==> src/rtl/dice_pkg.sv <==
// -----------------------------------------------------------------------------
// dice_pkg
// Shared types and constants for the dice roller.
//   dice_state_t  : roller FSM state encoding
//   FACE_*        : legal face range and the face used when retries run out
//   face_ok       : true when a 3-bit sample is a legal die face
//   face_to_therm : face -> 6-bit thermometer (bit i set when i < face)
// -----------------------------------------------------------------------------
package dice_pkg;

  typedef enum logic [1:0] {
    IDLE    = 2'd0,
    COLLECT = 2'd1,
    CHECK   = 2'd2,
    SHOW    = 2'd3
  } dice_state_t;

  localparam logic [2:0] FACE_MIN      = 3'd1;
  localparam logic [2:0] FACE_MAX      = 3'd6;
  localparam logic [2:0] FACE_FALLBACK = 3'd1;

  function automatic logic face_ok(input logic [2:0] v);
    return (v >= FACE_MIN) && (v <= FACE_MAX);
  endfunction

  function automatic logic [5:0] face_to_therm(input logic [2:0] f);
    logic [5:0] t;
    for (int i = 0; i < 6; i++) begin
      t[i] = (3'(i) < f);
    end
    return t;
  endfunction

endpackage

==> src/rtl/btn_debounce.sv <==
// -----------------------------------------------------------------------------
// btn_debounce
// Level debouncer: the output follows the input only after the input has
// differed from the output for DEBOUNCE_CYCLES consecutive clocks.
//   CLK   : clock, posedge
//   RST_N : asynchronous active-low reset (out -> 0)
//   in    : already-synchronized level
//   out   : debounced level
// -----------------------------------------------------------------------------
module btn_debounce #(
  parameter int unsigned DEBOUNCE_CYCLES = 120000
) (
  input  logic CLK,
  input  logic RST_N,
  input  logic in,
  output logic out
);

  localparam int CNT_W = (DEBOUNCE_CYCLES > 1) ? $clog2(DEBOUNCE_CYCLES) : 1;
  localparam logic [CNT_W-1:0] CNT_LOAD = CNT_W'(DEBOUNCE_CYCLES - 1);

  logic [CNT_W-1:0] cnt;

  // Down-counter reloads whenever input agrees with output, so any bounce
  // back to the current level restarts the stability window.
  always_ff @(posedge CLK or negedge RST_N) begin
    if (!RST_N) begin
      out <= 1'b0;
      cnt <= CNT_LOAD;
    end else if (in == out) begin
      cnt <= CNT_LOAD;
    end else if (cnt == '0) begin
      out <= in;
      cnt <= CNT_LOAD;
    end else begin
      cnt <= cnt - 1'b1;
    end
  end

endmodule

==> src/rtl/dice_roller.sv <==
// -----------------------------------------------------------------------------
// dice_roller
// Rolls a uniform die face 1..6 on a button press by collecting three
// rand_bit samples at a divided rate and rejection-sampling the result.
// After MAX_RETRY rejected draws the fallback face is used.
//
// Build option: define DICE_DEBOUNCE_EN to debounce the synchronized button
// (btn_debounce); otherwise the raw synchronized level is edge-detected.
//
// Ports
//   CLK      : sole clock, posedge
//   RST_N    : asynchronous active-low reset
//   rand_bit : random bit, synchronous to CLK
//   btn      : raw push-button, active-high, asynchronous
//   busy     : high whenever the FSM is not idle
//   valid    : one-cycle pulse when face updates
//   face     : last rolled face (0 only after reset)
//   leds     : thermometer of face
//
// state   | meaning
// IDLE    | waiting for a press event
// COLLECT | sampling rand_bit every SAMPLE_DIV cycles, three samples
// CHECK   | accept, reject-and-retry, or fall back
// SHOW    | holding busy for SHOW_CYCLES after a roll
// -----------------------------------------------------------------------------
module dice_roller
  import dice_pkg::*;
#(
  parameter int unsigned SAMPLE_DIV      = 16,
  parameter int unsigned DEBOUNCE_CYCLES = 120000,
  parameter int unsigned SHOW_CYCLES     = 12000000,
  parameter int unsigned MAX_RETRY       = 8
) (
  input  logic       CLK,
  input  logic       RST_N,
  input  logic       rand_bit,
  input  logic       btn,
  output logic       busy,
  output logic       valid,
  output logic [2:0] face,
  output logic [5:0] leds
);

  localparam int DIV_W   = $clog2(SAMPLE_DIV);
  localparam int HOLD_W  = $clog2(SHOW_CYCLES);
  localparam int RETRY_W = $clog2(MAX_RETRY) + 1;

  localparam logic [DIV_W-1:0]   DIV_LAST   = DIV_W'(SAMPLE_DIV - 1);
  localparam logic [HOLD_W-1:0]  HOLD_LAST  = HOLD_W'(SHOW_CYCLES - 1);
  localparam logic [RETRY_W-1:0] RETRY_LAST = RETRY_W'(MAX_RETRY - 1);

  // ---------------------------------------------------------------------------
  // Button conditioning and press detection
  // ---------------------------------------------------------------------------
  logic btn_s1;
  logic btn_s2;
  logic btn_lvl;
  logic btn_lvl_d;
  logic press_ev;

  always_ff @(posedge CLK or negedge RST_N) begin
    if (!RST_N) begin
      btn_s1 <= 1'b0;
      btn_s2 <= 1'b0;
    end else begin
      btn_s1 <= btn;
      btn_s2 <= btn_s1;
    end
  end

`ifdef DICE_DEBOUNCE_EN
  btn_debounce #(
    .DEBOUNCE_CYCLES(DEBOUNCE_CYCLES)
  ) u_debounce (
    .CLK  (CLK),
    .RST_N(RST_N),
    .in   (btn_s2),
    .out  (btn_lvl)
  );
`else
  assign btn_lvl = btn_s2;
`endif

  always_ff @(posedge CLK or negedge RST_N) begin
    if (!RST_N) begin
      btn_lvl_d <= 1'b0;
    end else begin
      btn_lvl_d <= btn_lvl;
    end
  end

  assign press_ev = btn_lvl & ~btn_lvl_d;

  // ---------------------------------------------------------------------------
  // FSM
  // ---------------------------------------------------------------------------
  dice_state_t state;
  dice_state_t state_nxt;

  logic [DIV_W-1:0]   div_cnt;
  logic [1:0]         bit_cnt;
  logic [2:0]         shreg;
  logic [RETRY_W-1:0] retry;
  logic [HOLD_W-1:0]  hold_cnt;

  logic div_tc;
  logic clr_collect;
  logic clr_retry;
  logic do_sample;
  logic take_face;
  logic take_fallback;
  logic inc_retry;

  assign div_tc = (div_cnt == DIV_LAST);

  always_ff @(posedge CLK or negedge RST_N) begin
    if (!RST_N) begin
      state <= IDLE;
    end else begin
      state <= state_nxt;
    end
  end

  always_comb begin
    state_nxt     = state;
    clr_collect   = 1'b0;
    clr_retry     = 1'b0;
    do_sample     = 1'b0;
    take_face     = 1'b0;
    take_fallback = 1'b0;
    inc_retry     = 1'b0;
    unique case (state)
      IDLE: begin
        if (press_ev) begin
          state_nxt   = COLLECT;
          clr_collect = 1'b1;
          clr_retry   = 1'b1;
        end
      end
      COLLECT: begin
        if (div_tc) begin
          do_sample = 1'b1;
          if (bit_cnt == 2'd2) begin
            state_nxt = CHECK;
          end
        end
      end
      CHECK: begin
        if (face_ok(shreg)) begin
          take_face = 1'b1;
          clr_retry = 1'b1;
          state_nxt = SHOW;
        end else if (retry == RETRY_LAST) begin
          take_fallback = 1'b1;
          clr_retry     = 1'b1;
          state_nxt     = SHOW;
        end else begin
          inc_retry   = 1'b1;
          clr_collect = 1'b1;
          state_nxt   = COLLECT;
        end
      end
      SHOW: begin
        if (hold_cnt == HOLD_LAST) begin
          state_nxt = IDLE;
        end
      end
      default: begin
        state_nxt = IDLE;
      end
    endcase
  end

  // ---------------------------------------------------------------------------
  // Datapath
  // ---------------------------------------------------------------------------
  // Divider only runs in COLLECT and restarts at each terminal count, so it
  // is already zero whenever COLLECT is (re)entered.
  always_ff @(posedge CLK or negedge RST_N) begin
    if (!RST_N) begin
      div_cnt <= '0;
    end else if (state == COLLECT && !div_tc) begin
      div_cnt <= div_cnt + 1'b1;
    end else begin
      div_cnt <= '0;
    end
  end

  always_ff @(posedge CLK or negedge RST_N) begin
    if (!RST_N) begin
      bit_cnt <= 2'd0;
      shreg   <= 3'd0;
    end else if (clr_collect) begin
      bit_cnt <= 2'd0;
      shreg   <= 3'd0;
    end else if (do_sample) begin
      shreg   <= {shreg[1:0], rand_bit};
      bit_cnt <= (bit_cnt == 2'd2) ? 2'd0 : bit_cnt + 1'b1;
    end
  end

  always_ff @(posedge CLK or negedge RST_N) begin
    if (!RST_N) begin
      retry <= '0;
    end else if (clr_retry) begin
      retry <= '0;
    end else if (inc_retry) begin
      retry <= retry + 1'b1;
    end
  end

  always_ff @(posedge CLK or negedge RST_N) begin
    if (!RST_N) begin
      hold_cnt <= '0;
    end else if (state == SHOW && hold_cnt != HOLD_LAST) begin
      hold_cnt <= hold_cnt + 1'b1;
    end else begin
      hold_cnt <= '0;
    end
  end

  always_ff @(posedge CLK or negedge RST_N) begin
    if (!RST_N) begin
      face  <= 3'd0;
      valid <= 1'b0;
    end else begin
      valid <= take_face | take_fallback;
      if (take_face) begin
        face <= shreg;
      end else if (take_fallback) begin
        face <= FACE_FALLBACK;
      end
    end
  end

  assign busy = (state != IDLE);
  assign leds = face_to_therm(face);

endmodule

==> config.mk <==
export PLATFORM = sky130hd
export DESIGN_NAME = dice_roller
export DESIGN_NICKNAME = d
export VERILOG_FILES = /design/src/rtl/dice_pkg.sv /design/src/rtl/btn_debounce.sv /design/src/rtl/dice_roller.sv
export SDC_FILE = /design/constraint.sdc
export NUM_CORES = 1
export LEC_CHECK = 0
export CAP_MARGIN = 20
export CORE_UTILIZATION = 47
export CTS_CLUSTER_DIAMETER = 50
export CTS_CLUSTER_SIZE = 30
export DETAILED_ROUTE_END_ITERATION = 16
export GPL_TIMING_DRIVEN = 0
export PLACE_DENSITY_LB_ADDON = 0.05
export REMOVE_ABC_BUFFERS = 1
export SLEW_MARGIN = 10
export SYNTH_ARGS = -nofsm -noshare
export SYNTH_HDL_FRONTEND = slang
export SYNTH_SLANG_ARGS = --single-unit
==> constraint.sdc <==
create_clock -name CLK -period 6 [get_ports CLK]
set_clock_uncertainty 0.2 [all_clocks]
set_input_delay 0.6 -clock CLK [delete_from_list [all_inputs] [get_ports CLK]]
set_output_delay 0.6 -clock CLK [all_outputs]
set_load 0.02 [all_outputs]
Word level (Yosys, flattened, before mapping)
Cells that the tools add are included.
Word-level totals
  bits in registers: 46
  input port bits: 4
  logic and storage cells: 80
Operators by class
  add/subtract/negate cells: 4
  magnitude comparators: 8
  equality and inequality tests: 12
  muxes and demuxes: 32
  bitwise gates (word level): 3
  reductions and logical operators: 10
Operators by type and width (number)
  $add 24x1->24 const B: 1
  $eq 24x24->1 const B: 1
  $mux 24: 1
  $ne 24x24->1 const B: 1
  $mux 2: 9
  $mux 1: 12
  $mux 3: 4
  $mux 4: 3
  $add 4x1->4 const B: 2
  $ne 2x2->1 const B: 4
  $pmux 2 s4: 1
  $reduce_bool 2->1: 4
  $eq 2x2->1 const B: 3
  $lt 1x3->1 const A: 2
  $lt 2x3->1 const A: 2
  $lt 3x3->1 const A: 2
  $eq 4x3->1 const B: 1
  $eq 4x4->1 const B: 1
  $pmux 1 s2: 2
  $reduce_and 4->1: 1
  $ge 3x1->1 const B: 1
  $le 3x3->1 const B: 1
  $logic_and 1x1->1: 3
  $add 2x1->2 const B: 1
  6 further kinds: 6

Longest topological paths before layout
Gate-level depths: netlist (run 1).
  word-level depth: 6
  mapped depth: 7
  gate-level depth less buffers: 6

Worst setup path after synthesis (run 1)
No wires, ideal clock.
  path kind: flip-flop to flip-flop
  from: register hold_cnt[9]
  to: register hold_cnt[23]
  data arrival time: 1759 ps
  data required time: 5722 ps
  slack: 3963 ps
  cell stages (with the launch flop): 6
  path through: dfrtp_1 -> nand4_1 -> or4_1 -> buf_2 -> or4_1 -> a21oi_1
On the way
  word-level cells in the longest chain between the ends: 3
  elaborated cells on any way between the ends: 4
  classes of those cells: add/sub (1); eq/ne (1); mux (1); reduce/logical (1)
Ends and longest elaborated chain
  start: declaration: RTL line dice_roller.sv:104  | logic [HOLD_W-1:0] hold_cnt;
  start signal: assignment: RTL line dice_roller.sv:216  | hold_cnt <= hold_cnt + 1'b1;
  branches (longest 2 deep; another with $add 24x1->24)
  $mux 24 *: RTL line dice_roller.sv:215  | end else if (state == SHOW && hold_cnt != HOLD_LAST) begin
Every way passes the cells marked *.
A chain may end at the register's enable or synchronous reset.

Final worst setup path (run 1)
  from: register face[2]
  to: output leds[0]
On the way
  word-level cells in the longest chain between the ends: 1
Ends and longest elaborated chain
  start: declaration: RTL line dice_roller.sv:40  | output logic [2:0] face,
  start signal: assignment: RTL line dice_roller.sv:229  | face <= shreg;
  $lt 1x3->1: RTL line dice_pkg.sv:29  | t[i] = (3'(i) < f);
  end: declaration: RTL line dice_roller.sv:41  | output logic [5:0] leds
Every way passes these cells.

==> results of run 1 <==
[report_power, final]
group	switching, W	internal [W]
sequential	0.0000242	0.000332
combinational	0.0000376	0.0000357
clock	0.000112	0.0000820
total	0.000173	0.000450
[cell type report]
cell class / instances / area share
Clock inverter: 3 / 0.00835
Clock buffer: 5 / 0.0270
Timing Repair Buffer: 16 / 0.0668
Multi-Input combinational cell: 170 / 0.414
Inverter: 4 / 0.00590
Tap cell: 52 / 0.0256
Sequential cell: 46 / 0.452
[per-layer routing]
layer | track usage | part of all wire
met3 | 0.0478 | 0.041
met4 | 0.0844 | 0.015
met5 | 0 | 0
met2 | 0.303 | 0.46
met1 | 0.272 | 0.48
[registers in the layout, summed over array words and instances, names as in the netlist]
register,cells
btn_lvl,1
retry,4
hold_cnt,24
face,3
btn_lvl_d,1
shreg,3
btn_s1,1
state,2
bit_cnt,2
div_cnt,4
valid,1
[kinds of logic (layout without fill, tap and decap cells)]
group | after synthesis | count (layout) | synth area share
buffers and inverters | 16 | 28 | 0.0304
multiplexers | 1 | 1 | 0.00497
AO/OA/AOI/OAI | 51 | 51 | 0.137
XOR/XNOR | 14 | 14 | 0.0541
flip-flops | 46 | 46 | 0.508
adder cells (fa/ha/maj) | 3 | 3 | 0.0166
AND/OR/NAND/NOR | 101 | 101 | 0.249
[per-stage QoR]
stage	setup WS [ns]	cells	power [W]	util
2_1_floorplan	3.56	220	0.000406	-
3_3_place_gp	2.97	286	0.000425	0.537
3_5_place_dp	3.74	288	0.000436	0.545
4_1_cts	3.49	296	0.000627	0.565
5_1_grt	3.44	296	0.000654	0.565
6_report	3.51	296	0.000623	0.565
[layout by cell type, fill, tap and decap left out, types with 4 or more instances in the layout]
master	instances
inv_1	4
dfrtp_1	46
nand3_1	10
or3_1	7
xor2_1	11
nor2_1	19
or3_2	4
nand2b_1	4
clkbuf_8	5
o21ai_0	15
clkdlybuf4s50_1	13
nand2_1	15
nand4_1	11
a21oi_1	19
and2_1	4
[worst max-delay path by stage]
stage / start / end / slack [ns] / depth (start not counted)
global placement: RST_N / retry[2] / 2.97 / 1
CTS: face[2] / leds[0] / 3.49 / 2
global route: face[2] / leds[0] / 3.44 / 2
detailed placement: hold_cnt[2] / state[1] / 3.74 / 5
finish: face[2] / leds[0] / 3.51 / 2
floorplan: hold_cnt[2] / state[1] / 3.56 / 4
==> run metrics, run 1 <==
Critical Path End Type=output pin; FF-to-FF setup slack=3.69 ns; Routed WL=4540 um; Synth cell types=46; die area=0.00510 mm^2; Netlist Area Pre-Place=0.00227 mm^2; # nets final=250; Synth Flop Type=dfrtp_1; number of DRC markers in iteration 0=89; Setup violations, final=0; port bufs=14; fin area=0.00255 mm^2; count leader, synth=dfrtp_1; first-pass GRT wire length=7800 um; DR vias=1783; Area Overhead vs Synth=12.4%; synthesis-stage register bit count=46; CP Data Arrival Time=1.69 ns; status=complete, but fails checks; top-level I/O count=15; Die X=71.4 um; Total GRT Usage=0.198; Yosys top cell by area=dfrtp_1; cts hold-fix bufs=0; DRT Pass-1 Iters=4; Via density=6.02; cell area power density=245 mW/mm^2; crit-path max FO=8; Antenna Nets Post-Route=0; Post-CTS Setup Inserts=0; register area=0.00115 mm^2; Filler cells=413; delay-heaviest family, CP=buffers and inverters; RSZ-0062 raised after global routing=false; Chip Height=71.4 um; Static Leak=1.03 nW; area of the multi-input gates=0.00105 mm^2; Fmax achieved=401 MHz; initial antenna violation count=0; Setup CP Type=reg2out; hpwl dp=3220 um; crit path launch type=flip-flop; Hold WC Path Type=in2async; CTS Sinks=46; fin crit period=2.49 ns; synthesized instance count=232; DR WL/cell=15.3 um; mean post-synth cell area=9.77 um^2; Starting Density=0.503; Rows=24; Yosys Warn Count=0; final-report max-slew violation count=0; Synth top area share=0.508; Final Hold Slack=-0.000588 ns; commonest cells in the netlist=dfrtp_1, a21oi_1, nor2_1, nand2_1, o21ai_0; CP Cell Sequence=or3_1, clkdlybuf4s50_1; Overflow after GRT=0; Post-CTS Resized=0; # H-tree levels=2; layout cells sized above 1=0.102; CTS tree=yes; CTS buffer count=5; period utilisation layout=0.415; share of flip-flops with an asynchronous set or reset after synthesis=1.00; largest net degree at the start of global routing=32; Worst EP required=5.20 ns; CTS root buffer=clkbuf_8; setup tns final=0 ns; clock transition at the registers of the reported paths=0.09 ns; CP max stage cell=clkdlybuf4s50_1; RD Place Congestion=0.894; R2R Path End=state[1]; vias in the first global route=1710; top post-synthesis cells by area=dfrtp_1, xor2_1, a21oi_1, o21ai_0, nor2_1; Slew @ Worst Pin=0.638 ns; reg-to-reg startpoint=hold_cnt[2]; clock buffer depth=2; worst-skew pair later-pin latency=0.31 ns; EDFF count, synth=0; Post-route DRC=0; Seq/Total Area, Yosys=0.508; ANT cells=0; Hold Vio Cnt, Final=2; core region area=0.00450 mm^2; R2R depth=5; worst path bufs/invs=1; Placed Area=0.00246 mm^2; Max VDD drop=0.000159 V; Max Cap Violations=0; Slew Limit Headroom=0.571; failing checks=hold timing; CP max stage delay=0.54 ns
(Power assumes the default switching activity.)
==> run 2: changes to the inputs <==
==> constraint.sdc (replaced) <==
create_clock -name CLK -period 2.54 [get_ports CLK]
set_clock_uncertainty 0.2 [all_clocks]
set_input_delay 0.254 -clock CLK [delete_from_list [all_inputs] [get_ports CLK]]
set_output_delay 0.254 -clock CLK [all_outputs]
set_load 0.02 [all_outputs]
==> run 2 against run 1 <==
  * Combinational power up 140%
  * Global-route usage stayed put
  * The flow now finishes without violations
  * Critical path depth rose by 3
  * Utilization grew 0.22 points
  * Worst setup slack got worse by 3.3 ns
  * Largest power group unchanged
  * Via count stayed put
==> run metrics, run 2 (same netlist as run 1, synthesis figures left out) <==
status=complete, no violations; period utilisation layout=0.910; Hold WC Path Type=reg2reg; CTS Sinks=46; number of DRC markers in iteration 0=136; Die X=71.4 um; Overflow after GRT=0; Worst EP required=2.52 ns; Max Cap Violations=0; Setup CP Type=reg2reg; biggest regs=hold_cnt (24), div_cnt (4), retry (4); worst-skew pair later-pin latency=0.31 ns; max FFs per register=24; RD Place Congestion=0.894; CP Data Arrival Time=2.29 ns; Post-route DRC=0; Rows=24; Area Overhead vs Synth=12.8%; commonest non-fill, non-tap cell in the layout=dfrtp_1; fin crit period=2.31 ns; Max VDD drop=0.000375 V; Slew @ Worst Pin=0.645 ns; layout cells sized above 1=0.102; Hold Vio Cnt, Final=0; top-level I/O count=15; hpwl dp=3220 um; Routed WL=4540 um; DRT Pass-1 Iters=4; Post-CTS Setup Inserts=0; first-pass GRT wire length=7800 um; fin util=0.568; vias in the first global route=1710; Largest Register=hold_cnt; CTS tree=yes; CP Cell Sequence=and4_1, nand4_1, o31ai_4, buf_8, o211ai_1; core region area=0.00450 mm^2; DR vias=1783; delay-heaviest family, CP=simple AND/OR/NAND/NOR gates; clock buffer depth=2; # H-tree levels=2; cell area power density=576 mW/mm^2; Static Leak=1.04 nW; Starting Density=0.503; final-report max-slew violation count=0; Post-CTS Resized=0; clock transition at the registers of the reported paths=0.09 ns; Final Hold Slack=0.157 ns; Setup WS post-layout=0.228 ns; CP max stage cell=o31ai_4; cts hold-fix bufs=1; DR WL/cell=15.3 um; # nets final=251; Fmax achieved=433 MHz; most frequent cells in the layout=dfrtp_1, nor2_1, a21oi_1, o21ai_0, nand2_1; crit-path max FO=16; crit path launch type=flip-flop; initial antenna violation count=0; pre-CTS setup slack=0.280 ns; fin area=0.00256 mm^2; worst path bufs/invs=1; Placed Area=0.00246 mm^2; Antenna Nets Post-Route=0; RSZ-0062 raised after global routing=false; Via density=6.00; CTS root buffer=clkbuf_8; Slew Limit Headroom=0.566; CTS buffer count=5; largest net degree at the start of global routing=32; Critical Path End Type=flip-flop; Chip Height=71.4 um; port bufs=14; ANT cells=0; Setup violations, final=0; CP max stage delay=0.53 ns; Total GRT Usage=0.198; die area=0.00510 mm^2
[run 2: report_power, final]
part           total [W]  switching, W  internal (W)
registers       0.000842     0.0000575      0.000785
logic           0.000174     0.0000889     0.0000854
clock network   0.000457      0.000263      0.000194
total            0.00147      0.000410       0.00106
[run 2: worst paths after layout]
check / endpoint / from / slack (ns) / cells after the start
setup / recovery: state[1] / hold_cnt[2] / 0.23 / 5
hold / removal: btn_lvl / btn_s1 / 0.16 / 0
setup reg to reg: state[1] / hold_cnt[2] / 0.23 / 5
hold reg to reg: btn_lvl / btn_s1 / 0.16 / 0
max in group asynchronous: hold_cnt[7] / RST_N / 1.46 / 3
min in group asynchronous: hold_cnt[18] / RST_N / 0.19 / 2
[run 2: layout make-up]
cell class	count	area, um^2
Clock buffer	5	68.8
Fill cell	412	1950
Timing Repair Buffer	17	180
Multi-Input combinational cell	170	1050
Clock inverter	3	21.3
Sequential cell	46	1150
Inverter	4	15.0
Tap cell	52	65.1
[run 2: stage by stage]
stage	power, W	TNS (ns)	instances
2_1_floorplan	0.000960	0	220
3_3_place_gp	0.00100	-13.52	286
3_5_place_dp	0.00103	0	288
4_1_cts	0.00148	0	297
5_1_grt	0.00155	0	297
6_report	0.00147	0	297
[run 2: layer usage]
layer / wire (um) / up-vias / global-route usage
li1: - / 855 / -
met1: 2230 / 897 / 0.272
met2: 2100 / 25 / 0.303
met3: 141 / 6 / 0.0478
met4: 68 / 0 / 0.0844
met5: 0 / - / 0
==> run 3: changes to the inputs <==
--- a/config.mk
+++ b/config.mk
@@ -7,13 +7,13 @@
 export LEC_CHECK = 0
 export CAP_MARGIN = 20
 export CORE_UTILIZATION = 47
+export CTS_BUF_LIST = sky130_fd_sc_hd__clkbuf_2 sky130_fd_sc_hd__clkbuf_4 sky130_fd_sc_hd__clkbuf_8
 export CTS_CLUSTER_DIAMETER = 50
 export CTS_CLUSTER_SIZE = 30
 export DETAILED_ROUTE_END_ITERATION = 16
 export GPL_TIMING_DRIVEN = 0
 export PLACE_DENSITY_LB_ADDON = 0.05
 export REMOVE_ABC_BUFFERS = 1
-export SLEW_MARGIN = 10
 export SYNTH_ARGS = -nofsm -noshare
 export SYNTH_HDL_FRONTEND = slang
 export SYNTH_SLANG_ARGS = --single-unit
==> run 3 against run 2 <==
  * Flip-flop and latch count did not move
  * Clock power is 21% higher
  * Worst setup slack got worse by 0.017 ns
  * Clock-buffer cell count is 1 higher
  * Cell count did not move
  * Utilization grew 0.67 points
  * Hold slack worse by 0.0023 ns
  * Wire length rose by 2.5%
  * Sequential share of layout area decreased by 0.52 points
  * Total power increased by 6.3%
  * Largest cell class unchanged
  * Largest power group unchanged
==> run metrics, run 3 (same netlist as run 1, synthesis figures left out) <==
ANT cells=0; Overflow after GRT=0; Starting Density=0.503; Die X=71.4 um; RSZ-0062 raised after global routing=false; dpl cells=287; RD Place Congestion=0.894; layout cells sized above 1=0.102; met2 Usage GRT=0.310; Largest Register=hold_cnt; top-level I/O count=15; register area=0.00115 mm^2; pre-CTS setup slack=0.0137 ns; Area Overhead vs Synth=14.1%; crit path launch type=flip-flop; clock buffer depth=2; CTS buffer count=5; Final Hold Slack=0.154 ns; Slew @ Worst Pin=0.596 ns; die area=0.00510 mm^2; fin crit period=2.33 ns; Via density=6.03; Max Cap Violations=0; worst-skew pair later-pin latency=0.30 ns; CTS root buffer=clkbuf_8; port bufs=14; Hold WC Path Type=reg2reg; hpwl dp=3200 um; Routed WL=4650 um; Total GRT Usage=0.199; Static Leak=1.04 nW; DRT Pass-1 Iters=4; Filler cells=403; fin area=0.00259 mm^2; Antenna Nets Post-Route=0; CTS tree=yes; first-pass GRT wire length=7850 um; initial antenna violation count=0; max FFs per register=24; period utilisation layout=0.917; Slew Limit Headroom=0.599; # nets final=251; Hold Vio Cnt, Final=0; Post-route DRC=0; Setup violations, final=0; biggest regs=hold_cnt (24), div_cnt (4), retry (4); Chip Height=71.4 um; largest net degree at the start of global routing=32; DR WL/cell=15.7 um; Worst EP required=2.49 ns; Critical Path End Type=flip-flop; met1 usage=0.257; commonest non-fill, non-tap cell in the layout=dfrtp_1; crit-path max FO=12; number of DRC markers in iteration 0=89; clock transition at the registers of the reported paths=0.08 ns; Rows=24; vias in the first global route=1748; DR vias=1790; area of the multi-input gates=0.00108 mm^2; Setup CP Type=reg2reg; Fmax achieved=429 MHz; CP Data Arrival Time=2.28 ns; most frequent cells in the layout=dfrtp_1, nor2_1, a21oi_1, o21ai_0, nand2_1; core region area=0.00450 mm^2; status=complete, no violations; Top Usage Layer GRT=met2; Max VDD drop=0.000363 V; grt met3 use=0.0520; CTS Sinks=46; Setup WS post-layout=0.211 ns; final-report max-slew violation count=0; Placed Area=0.00244 mm^2; # H-tree levels=2; final std cells w/o fill=297; cell area power density=606 mW/mm^2
-- run 3: cell count changes in the layout (fill, tap and decap cells not counted), sizes merged --
cell,before,now
clkinv,2,0
clkbuf,5,6
o31ai,2,3
bufinv,0,1
buf,3,2
-- run 3: layout make-up --
class,count,share of cell area
Sequential cell,46,0.445
Multi-Input combinational cell,171,0.416
Timing Repair Buffer,16,0.0639
Clock buffer,6,0.0295
Tap cell,52,0.0252
Clock inverter,2,0.0145
Inverter,4,0.00581
-- run 3: worst paths after layout --
check	from	endpoint	slack (ns)	cells past startpoint
worst max register to register	hold_cnt[2]	state[1]	0.21	4
worst min register to register	btn_s1	btn_lvl	0.15	0
worst max-delay path	hold_cnt[2]	state[1]	0.21	4
max in group asynchronous	RST_N	shreg[2]	1.47	3
worst min-delay path	btn_s1	btn_lvl	0.15	0
min in group asynchronous	RST_N	hold_cnt[18]	0.19	2
-- run 3: report_power, final --
| part | internal, W | switching (W) | leakage, nW |
|---|---|---|---|
| combinational | 0.0000845 | 0.0000853 | 0.361 |
| clock | 0.000304 | 0.000250 | 0.0548 |
| sequential | 0.000785 | 0.0000587 | 0.624 |
| total | 0.00117 | 0.000394 | 1.04 |
-- run 3: timing repair --
| action | in CTS | in global routing |
|---|---|---|
| pin swaps | 1 | 1 |
| hold endpoints to repair | 15 | 0 |
| setup endpoints to repair | 1 | 24 |
| cloned | 0 | 1 |
| setup buffers | 0 | 0 |
| hold buffers | 1 | 0 |
| gates resized for setup | 0 | 1 |
-- run 3: through the flow --
step	setup TNS (ns)	power, W	utilization
detailed placement	0	0.00103	0.542
global route	0	0.00164	0.574
global placement	-13.52	0.00100	0.537
finish	0	0.00157	0.574
CTS	0	0.00158	0.569
floorplan	0	0.000960	-
-- run 3: critical path, stage by stage, from the launching register on --
cell,delay [ns]
dfrtp_1,0.44
and4_1,0.42
nand4_1,0.33
o31ai_4,0.63
o211ai_1,0.16
-- run 3: per-layer routing --
metal / routed length (um) / up-vias
met5: 0 / -
li1: - / 861
met3: 208 / 6
met4: 65 / 0
met1: 2230 / 885
met2: 2150 / 38
